## src/rtl/cla_addsub_pipe_pkg.sv

```systemverilog
// Shared constants for the pipelined carry-lookahead adder/subtractor.
package cla_addsub_pipe_pkg;

    localparam int GROUP_W = 4;   // bits per first-level lookahead group
    localparam int SUPER_W = 16;  // bits per super-group (4 groups)

    // Operand width must tile exactly into 16-bit super-groups.
    function automatic bit width_legal(input int w);
        return (w > 0) && ((w % SUPER_W) == 0);
    endfunction

endpackage

```

## src/rtl/cla_group4.sv

```systemverilog
// 4-wide carry-lookahead cell: resolves carries into each of four positions
// and summarises the block as a single propagate/generate pair. Used for bit
// groups (level 1) and for groups of groups (level 2).
module cla_group4 (
    input  logic [3:0] p,
    input  logic [3:0] g,
    input  logic       cin,
    output logic [3:0] c,
    output logic       gp,
    output logic       gg
);

    assign c[0] = cin;
    assign c[1] = g[0] | (p[0] & cin);
    assign c[2] = g[1] | (p[1] & g[0]) | (p[1] & p[0] & cin);
    assign c[3] = g[2] | (p[2] & g[1]) | (p[2] & p[1] & g[0]) | (p[2] & p[1] & p[0] & cin);

    assign gp = &p;
    assign gg = g[3] | (p[3] & g[2]) | (p[3] & p[2] & g[1]) | (p[3] & p[2] & p[1] & g[0]);

endmodule

```

## src/rtl/cla_addsub_pipe.sv

```systemverilog
// Two-stage WIDTH-bit adder/subtractor. Stage 1 registers per-bit P/G and the
// carry-in; stage 2 resolves carries through two lookahead levels (super-groups
// chained serially) and registers sum and flags. Valid/ready on both sides.
module cla_addsub_pipe
    import cla_addsub_pipe_pkg::*;
#(
    parameter int WIDTH = 16
) (
    input  logic             clk,
    input  logic             rst,
    input  logic             in_valid,
    output logic             in_ready,
    input  logic [WIDTH-1:0] a,
    input  logic [WIDTH-1:0] b,
    input  logic             sub,
    output logic             out_valid,
    input  logic             out_ready,
    output logic [WIDTH-1:0] sum,
    output logic             cout,
    output logic             ovf
);

    localparam int NSUP = WIDTH / SUPER_W;

    generate
        if (!width_legal(WIDTH)) begin : g_bad_width
            $error("cla_addsub_pipe: WIDTH must be a positive multiple of 16");
        end
    endgenerate

    // ---------------- handshake ----------------
    logic             s1_valid_r;
    logic             s1_load_s;
    logic             s2_load_s;

    logic [WIDTH-1:0] p_r;
    logic [WIDTH-1:0] g_r;
    logic             c0_r;

    logic             out_valid_r;
    logic [WIDTH-1:0] sum_r;
    logic             cout_r;
    logic             ovf_r;

    logic [WIDTH-1:0] bx_s;
    logic [WIDTH:0]   carry_s;
    logic [WIDTH-1:0] sum_s;
    logic             cout_s;
    logic             ovf_s;

    // in_ready is held low during reset so nothing is accepted on release.
    assign s2_load_s = s1_valid_r & (~out_valid_r | out_ready);
    assign in_ready  = ~rst & (~s1_valid_r | s2_load_s);
    assign s1_load_s = in_valid & in_ready;

    // Subtract is A + ~B + 1: invert B here, carry-in 1 registered as c0.
    assign bx_s = b ^ {WIDTH{sub}};

    // Stage 1: capture propagate/generate and carry-in on accept.
    always_ff @(posedge clk or posedge rst) begin
        if (rst) begin
            s1_valid_r <= 1'b0;
            p_r        <= '0;
            g_r        <= '0;
            c0_r       <= 1'b0;
        end else begin
            if (s1_load_s) begin
                s1_valid_r <= 1'b1;
                p_r        <= a ^ bx_s;
                g_r        <= a & bx_s;
                c0_r       <= sub;
            end else if (s2_load_s) begin
                s1_valid_r <= 1'b0;
            end
        end
    end

    // ---------------- stage 2 carry network ----------------
    genvar s, k;
    generate
        for (s = 0; s < NSUP; s++) begin : g_sup
            logic [3:0] grp_p_s;
            logic [3:0] grp_g_s;
            logic [3:0] grp_c_s;
            logic       sup_p_s;
            logic       sup_g_s;
            logic       cin_s;
            logic       cout_s;

            // Super-groups ripple their carry into the next one.
            if (s == 0) begin : g_first
                assign cin_s = c0_r;
            end else begin : g_next
                assign cin_s = g_sup[s-1].cout_s;
            end

            // Level 2: four group p/g pairs -> carry into each group.
            cla_group4 u_lvl2 (
                .p   (grp_p_s),
                .g   (grp_g_s),
                .cin (cin_s),
                .c   (grp_c_s),
                .gp  (sup_p_s),
                .gg  (sup_g_s)
            );

            assign cout_s = sup_g_s | (sup_p_s & cin_s);

            for (k = 0; k < 4; k++) begin : g_grp
                // Level 1: bit carries within one 4-bit group.
                cla_group4 u_lvl1 (
                    .p   (p_r[s*SUPER_W + k*GROUP_W +: GROUP_W]),
                    .g   (g_r[s*SUPER_W + k*GROUP_W +: GROUP_W]),
                    .cin (grp_c_s[k]),
                    .c   (carry_s[s*SUPER_W + k*GROUP_W +: GROUP_W]),
                    .gp  (grp_p_s[k]),
                    .gg  (grp_g_s[k])
                );
            end
        end
    endgenerate

    assign carry_s[WIDTH] = g_sup[NSUP-1].cout_s;
    assign sum_s          = p_r ^ carry_s[WIDTH-1:0];
    assign cout_s         = carry_s[WIDTH];
    assign ovf_s          = carry_s[WIDTH-1] ^ carry_s[WIDTH];

    // Stage 2: register result when stage 1 advances; hold under backpressure.
    always_ff @(posedge clk or posedge rst) begin
        if (rst) begin
            out_valid_r <= 1'b0;
            sum_r       <= '0;
            cout_r      <= 1'b0;
            ovf_r       <= 1'b0;
        end else begin
            if (s2_load_s) begin
                out_valid_r <= 1'b1;
                sum_r       <= sum_s;
                cout_r      <= cout_s;
                ovf_r       <= ovf_s;
            end else if (out_ready) begin
                out_valid_r <= 1'b0;
            end
        end
    end

    assign out_valid = out_valid_r;
    assign sum       = sum_r;
    assign cout      = cout_r;
    assign ovf       = ovf_r;

endmodule

```

## config.mk

```make
export PLATFORM = sky130hd
export DESIGN_NAME = cla_addsub_pipe
export DESIGN_NICKNAME = d
export VERILOG_FILES = /design/src/rtl/cla_addsub_pipe_pkg.sv /design/src/rtl/cla_group4.sv /design/src/rtl/cla_addsub_pipe.sv
export SDC_FILE = /design/constraint.sdc
export NUM_CORES = 1
export LEC_CHECK = 0
export BUFFER_PORTS_ARGS = -buffer_cell sky130_fd_sc_hd__buf_2
export CAP_MARGIN = 20
export CORE_ASPECT_RATIO = 1.5
export CORE_MARGIN = 2
export CORE_UTILIZATION = 30
export DETAILED_ROUTE_END_ITERATION = 12
export SETUP_SLACK_MARGIN = 0.15
export SYNTH_ARGS = -nofsm -noshare
export SYNTH_HDL_FRONTEND = slang
export SYNTH_HIERARCHICAL = 1
export SYNTH_SLANG_ARGS = --single-unit
```

## constraint.sdc

```tcl
create_clock -name clk -period 2 [get_ports clk]
set_input_delay 0.3 -clock clk [delete_from_list [all_inputs] [get_ports clk]]
set_output_delay 0.3 -clock clk [all_outputs]
set_load 0.02 [all_outputs]
```

==> flow_metrics.py, run 1 <==
metrics = {
    "grt": {
        "grt_pass1_vias": 1958,
        "grt_usage": 0.117,
        "antenna_found_initial": 0,
        "grt_max_degree": 54,
        "grt_pass1_wl_um": 9490,
        "grt-ovfl-total": 0,
    },
    "sta": {
        "fin_crit_ns": 1.96,
        "rsz0062_at_grt": "true",
        "clock-skew-final_ns": 0.00253,
        "slew_headroom": 0.551,
        "slew_violations": 0,
        "tns_ns": 0,
        "fin_crit_sh": 0.980,
        "worst_pin_slew_ns": 0.674,
        "hold_viol_final": 0,
        "fmax_ghz": 0.510,
        "finalSetupViolCount": 0,
    },
    "critical_path": {
        "slowest_delay_ns": 0.40,
        "cpMostUsedCell": "a21o_1",
        "critPathRequiredTime_ns": 2.17,
        "path_cells": "and4_1 > a21o_1 > a21o_1 > a21o_1 > a31o_1 > xor2_1 > mux2_4",
        "cp-end-kind": "flip-flop",
        "criticalPathCategory": "reg -> reg",
        "critPathMaxFanout": 3,
        "slowest_stage": "dfrtp_1",
        "crit_buf_inv": 0,
        "cp_top_family": "compound AO/OA/AOI/OAI gates",
        "arrival_ns": 2.13,
        "cp-start-kind": "flip-flop",
    },
    "placed_design": {
        "dp_hpwl_um": 4430,
        "place_inst": 399,
        "place.port_buffers": 56,
        "dpl_cell_area_mm2": 0.00339,
        "place.gp.congestion": 0.761,
    },
    "clocking": {
        "cts.sinks": 53,
        "cts.clk_slew.worst_paths_ns": 0.06,
        "clk-insertion-delay-late_ns": 0.28,
        "numCtsBuffers": 5,
        "cts_buffer_depth": 2,
        "htreeDepth": 2,
        "cts_root_buffer": "clkbuf_16",
        "cts_tree": "yes",
    },
    "drt": {
        "antenna_left": 0,
        "post_drt_wl_per_cell_um": 14.1,
        "vias": 1918,
        "drt_iter0_markers": 58,
        "finalWirelength_um": 5850,
        "viasPerCell": 4.62,
        "drt_first_pass_iters": 4,
        "drc": 0,
    },
    "logic_synthesis": {
        "synthFlopType": "dfrtp_1",
        "ys.warnings.count": 6,
        "syn_area_per_cell_um2": 13.0,
        "synth_area_mm2": 0.00287,
        "synth_cells": 220,
        "ys_seq_area_frac": 0.462,
        "synth.distinct_cells": 24,
        "async_flop_share": 1.00,
        "ys_ff_latch": 53,
        "syn_nets": 273,
        "synth_edf_count": 0,
    },
    "die": {
        "die_h_um": 124,
        "rows": 43,
        "die_w_um": 83.8,
        "die_area_mm2": 0.0104,
        "start_util": 0.310,
        "io_pins": 57,
        "coreArea_mm2": 0.00925,
    },
    "finish": {
        "num_antenna_cells": 0,
        "drive_gt1_frac": 0.512,
        "fill_cells": 919,
        "final_cells": 415,
        "fin_nets": 356,
        "layout_commonest_cell": "buf_2",
        "stdcell_area_mm2": 0.00363,
        "syn_to_final_growth_pct": 26.6,
        "final_cell_mix": "56 x buf_2, 53 x dfrtp_1, 42 x mux2_2",
    },
    "power_and_ir_drop": {
        "power_density_mw_per_mm2": 1140,
        "leakage_uw": 0.00184,
        "ir_worst_vdd_mv": 0.420,
    },
    "status": {
        "status": "complete, no violations",
    },
    "run": {
        "drv_cap": 0,
    },
    "min_path": {
        "hold_class": "in -> reg",
    },
}
report_power, final:
group | internal, uW | total (uW) | switching (uW)
Sequential | 1400 | 1640 | 239
Clock | 492 | 843 | 352
Combinational | 875 | 1670 | 795
Total | 2770 | 4160 | 1390
registers in the layout, summed over array words and instances, names as in the netlist:
| signal | count |
|---|---|
| c0_r | 1 |
| cout | 1 |
| g_r | 16 |
| out_valid | 1 |
| ovf | 1 |
| p_r | 16 |
| s1_valid_r | 1 |
| sum | 16 |
repair_timing:
item | in CTS | in global routing
gates cloned | 0 | 0
hold buffers | 0 | 0
setup buffers | 7 | 2
pin swaps | 11 | 6
resized for setup | 2 | 6
setup endpoints to repair | 7 | 9
worst register-to-register path, cell delays in order, from the launching register on:
cell,delay (ns)
dfrtp_1,0.40
and4_1,0.23
a21o_1,0.20
a21o_1,0.21
a21o_1,0.21
a31o_1,0.20
xor2_1,0.14
mux2_4,0.26
metal layers:
metal,global-route usage,up-vias,part of all wire
met4,0.0544,0,0.020
met1,0.129,945,0.41
met5,0,-,0
li1,-,940,-
met2,0.224,27,0.55
met3,0.0152,6,0.027
metrics by stage:
stage | util | setup WS [ns] | power (uW) | hold WS [ns]
floorplan | - | 0.0183 | 2690 | 0.380
global placement | 0.366 | 0.0497 | 3220 | 0.487
detailed placement | 0.366 | 0.00105 | 3250 | 0.489
CTS | 0.388 | 0.0556 | 4180 | 0.249
global route | 0.392 | -0.0306 | 4440 | 0.257
finish | 0.392 | 0.0395 | 4160 | 0.248
layout make-up:
cell class,instances,area [um2],share of cell area
repair buffers,87,529,0.146
flip-flops and latches,53,1330,0.365
inverters,2,11.3,0.00310
clock buffers,7,143,0.0393
well taps,112,140,0.0386
multi-input cells,154,1480,0.408
path summary, 6_finish.rpt:
check                       start    endpoint  slack (ns)  depth (start not counted)
max in group asynchronous     rst      sum[3]        1.27                          3
setup / recovery           p_r[1]     sum[11]        0.04                          7
min in group asynchronous     rst  s1_valid_r        0.26                          3
hold / removal                rst  s1_valid_r        0.25                          2
hold reg to reg            sum[1]      sum[1]        0.50                          1
setup reg to reg           p_r[1]     sum[11]        0.04                          7
cells by family after synthesis:
| logic type | synth area share |
|---|---|
| AOI/OAI and AO/OA | 0.0881 |
| xor gates and xnor gates | 0.101 |
| adders and majority gates | 0.0698 |
| buffers and inverters | 0.0358 |
| DFF | 0.462 |
| muxes | 0.202 |
| and+or+nand+nor | 0.0415 |
synth_stat cells (2+ instances only):
| cell type | count | area (um2) |
|---|---|---|
| ha_1 | 16 | 200 |
| nand2_1 | 5 | 18.8 |
| buf_4 | 6 | 45.0 |
| a21oi_1 | 12 | 60.1 |
| inv_1 | 2 | 7.51 |
| and4_1 | 5 | 43.8 |
| a31o_1 | 5 | 43.8 |
| a21o_1 | 15 | 113 |
| dfrtp_1 | 53 | 1330 |
| o21ai_1 | 5 | 25.0 |
| xor2_1 | 32 | 280 |
| mux2_2 | 46 | 518 |
| buf_6 | 4 | 45.0 |
| mux2_4 | 4 | 60.1 |
(Power assumes the default switching activity.)
==> run 2: changes to the inputs <==
Settings changed: CORE_MARGIN 2 to default.
==> flow_metrics.py, run 2 (synthesis gave the netlist of run 1 again) <==
metrics = {
    "status": {
        "status": "complete, no violations",
    },
    "die": {
        "die_w_um": 81.8,
        "die_h_um": 122,
        "io_pins": 57,
        "die_area_mm2": 0.00996,
        "start_util": 0.310,
        "rows": 43,
        "coreArea_mm2": 0.00925,
    },
    "critical_path": {
        "cp-start-kind": "flip-flop",
        "reg2reg_from": "g_r[2]",
        "critPathRequiredTime_ns": 2.18,
        "ff2ff_path_depth": 9,
        "cp-end-kind": "flip-flop",
        "critPathMaxFanout": 3,
        "criticalPathCategory": "reg -> reg",
        "cp-endpoint": "sum[7]",
        "critPathLaunch": "g_r[2]",
        "arrival_ns": 2.13,
        "rrSetupSlack_ns": 0.04,
        "rr_endpoint": "sum[7]",
    },
    "sta": {
        "slew_violations": 0,
        "rsz0062_at_grt": "true",
        "slew_headroom": 0.557,
        "fmax_ghz": 0.511,
        "tns_ns": 0,
        "clock-skew-final_ns": 0.00746,
        "fin_crit_ns": 1.96,
        "fin_crit_sh": 0.978,
        "worst_pin_slew_ns": 0.664,
        "hold_viol_final": 0,
        "whs_ns": 0.237,
        "finalSetupViolCount": 0,
    },
    "finish": {
        "num_antenna_cells": 0,
        "syn_to_final_growth_pct": 26.6,
        "final_cells": 412,
        "fill_cells": 926,
        "final_cell_mix": "56 x buf_2, 53 x dfrtp_1, 40 x mux2_2",
        "drive_gt1_frac": 0.520,
        "regArea_mm2": 0.00133,
        "layout_commonest_cell": "buf_2",
        "multiInputGateArea_mm2": 0.00150,
        "fin_nets": 354,
    },
    "drt": {
        "drt_first_pass_iters": 3,
        "finalWirelength_um": 5690,
        "drc": 0,
        "post_drt_wl_per_cell_um": 13.8,
        "antenna_left": 0,
        "drt_iter0_markers": 44,
        "viasPerCell": 4.68,
        "vias": 1930,
    },
    "power_and_ir_drop": {
        "p_clk_frac": 0.194,
        "switching_power_uw": 1390,
        "pwr-share-seq": 0.399,
        "leakage_uw": 0.00184,
        "switching_share": 0.337,
        "power_density_mw_per_mm2": 1140,
        "ir_worst_vdd_mv": 0.426,
        "pwr-share-comb": 0.407,
        "p_int_uw": 2750,
        "power.total_uw": 4140,
    },
    "grt": {
        "grt_pass1_vias": 1981,
        "grt-ovfl-total": 0,
        "grt_max_degree": 54,
        "grt_pass1_wl_um": 9380,
        "antenna_found_initial": 0,
        "grt_usage": 0.125,
    },
    "placed_design": {
        "place.gp.congestion": 0.747,
        "dp_hpwl_um": 4320,
        "place.port_buffers": 56,
        "place_inst": 399,
    },
    "clocking": {
        "clk-insertion-delay-late_ns": 0.29,
        "numCtsBuffers": 5,
        "cts.sinks": 53,
        "cts_root_buffer": "clkbuf_16",
        "cts_tree": "yes",
        "cts.clk_slew.worst_paths_ns": 0.07,
        "cts_buffer_depth": 2,
        "htreeDepth": 2,
    },
    "run": {
        "drv_cap": 0,
    },
    "min_path": {
        "hold_class": "in -> reg",
    },
}
==> run 2: changes by cell type in the layout (fill, tap and decap cells not counted), sizes merged <==
cell / delta
buf: -2
clkbuf: -2
clkinv: +1
==> run 2: per-layer routing <==
metal,vias to the layer above,global-route usage,part of all wire
met5,-,0,0
met3,9,0.0232,0.037
li1,941,-,-
met2,33,0.215,0.54
met1,947,0.147,0.40
met4,0,0.0603,0.026
==> run 2: critical path, cell delays in order (launching register included) <==
cell,delay [ns]
dfrtp_1,0.41
a21oi_2,0.16
o21ai_2,0.08
a21o_1,0.18
buf_4,0.14
buf_6,0.11
a21o_1,0.18
a31o_1,0.19
xor2_1,0.14
mux2_2,0.26
==> run 2: repair_timing <==
action	CTS	global route
pin swaps	6	7
setup endpoints to repair	7	10
gates resized for setup	4	12
endpoints found under the hold margin	0	0
hold buffers	0	0
setup buffers	6	1
==> run 2: worst min-delay path by stage <==
stage,start,to,cells past startpoint,slack [ns]
finish,rst,s1_valid_r,2,0.24
global placement,sum[7],sum[7],1,0.49
floorplan,rst,c0_r,1,0.38
global route,rst,s1_valid_r,2,0.25
detailed placement,sum[10],sum[10],1,0.49
CTS,rst,s1_valid_r,2,0.23
==> run 2: layout make-up <==
cell class	instances	share of cell area
multi-input cells	154	0.412
flip-flops and latches	53	0.365
repair buffers	85	0.145
well taps	112	0.0386
clock buffers	5	0.0345
inverters	2	0.00310
clock inverters	1	0.00138
==> run 2: power by group through the flow <==
stage                     sequential, uW  combinational (uW)  clock [uW]
after detailed placement            1660                1580           0
final                               1650                1680         804
after CTS                           1650                1650         832
after global placement              1660                1560           0
after global routing                1700                1850         862
after floorplan                     1870                 824           0
==> run 2: stage by stage <==
step                       util  instance area (um2)  setup WS [ns]
final                     0.392                 3630         0.0443
after CTS                 0.387                 3580         0.0599
after global routing      0.392                 3630        -0.0503
after detailed placement  0.366                 3390        -0.0168
after floorplan               -                 2890         0.0183
after global placement    0.366                 3390         0.0470
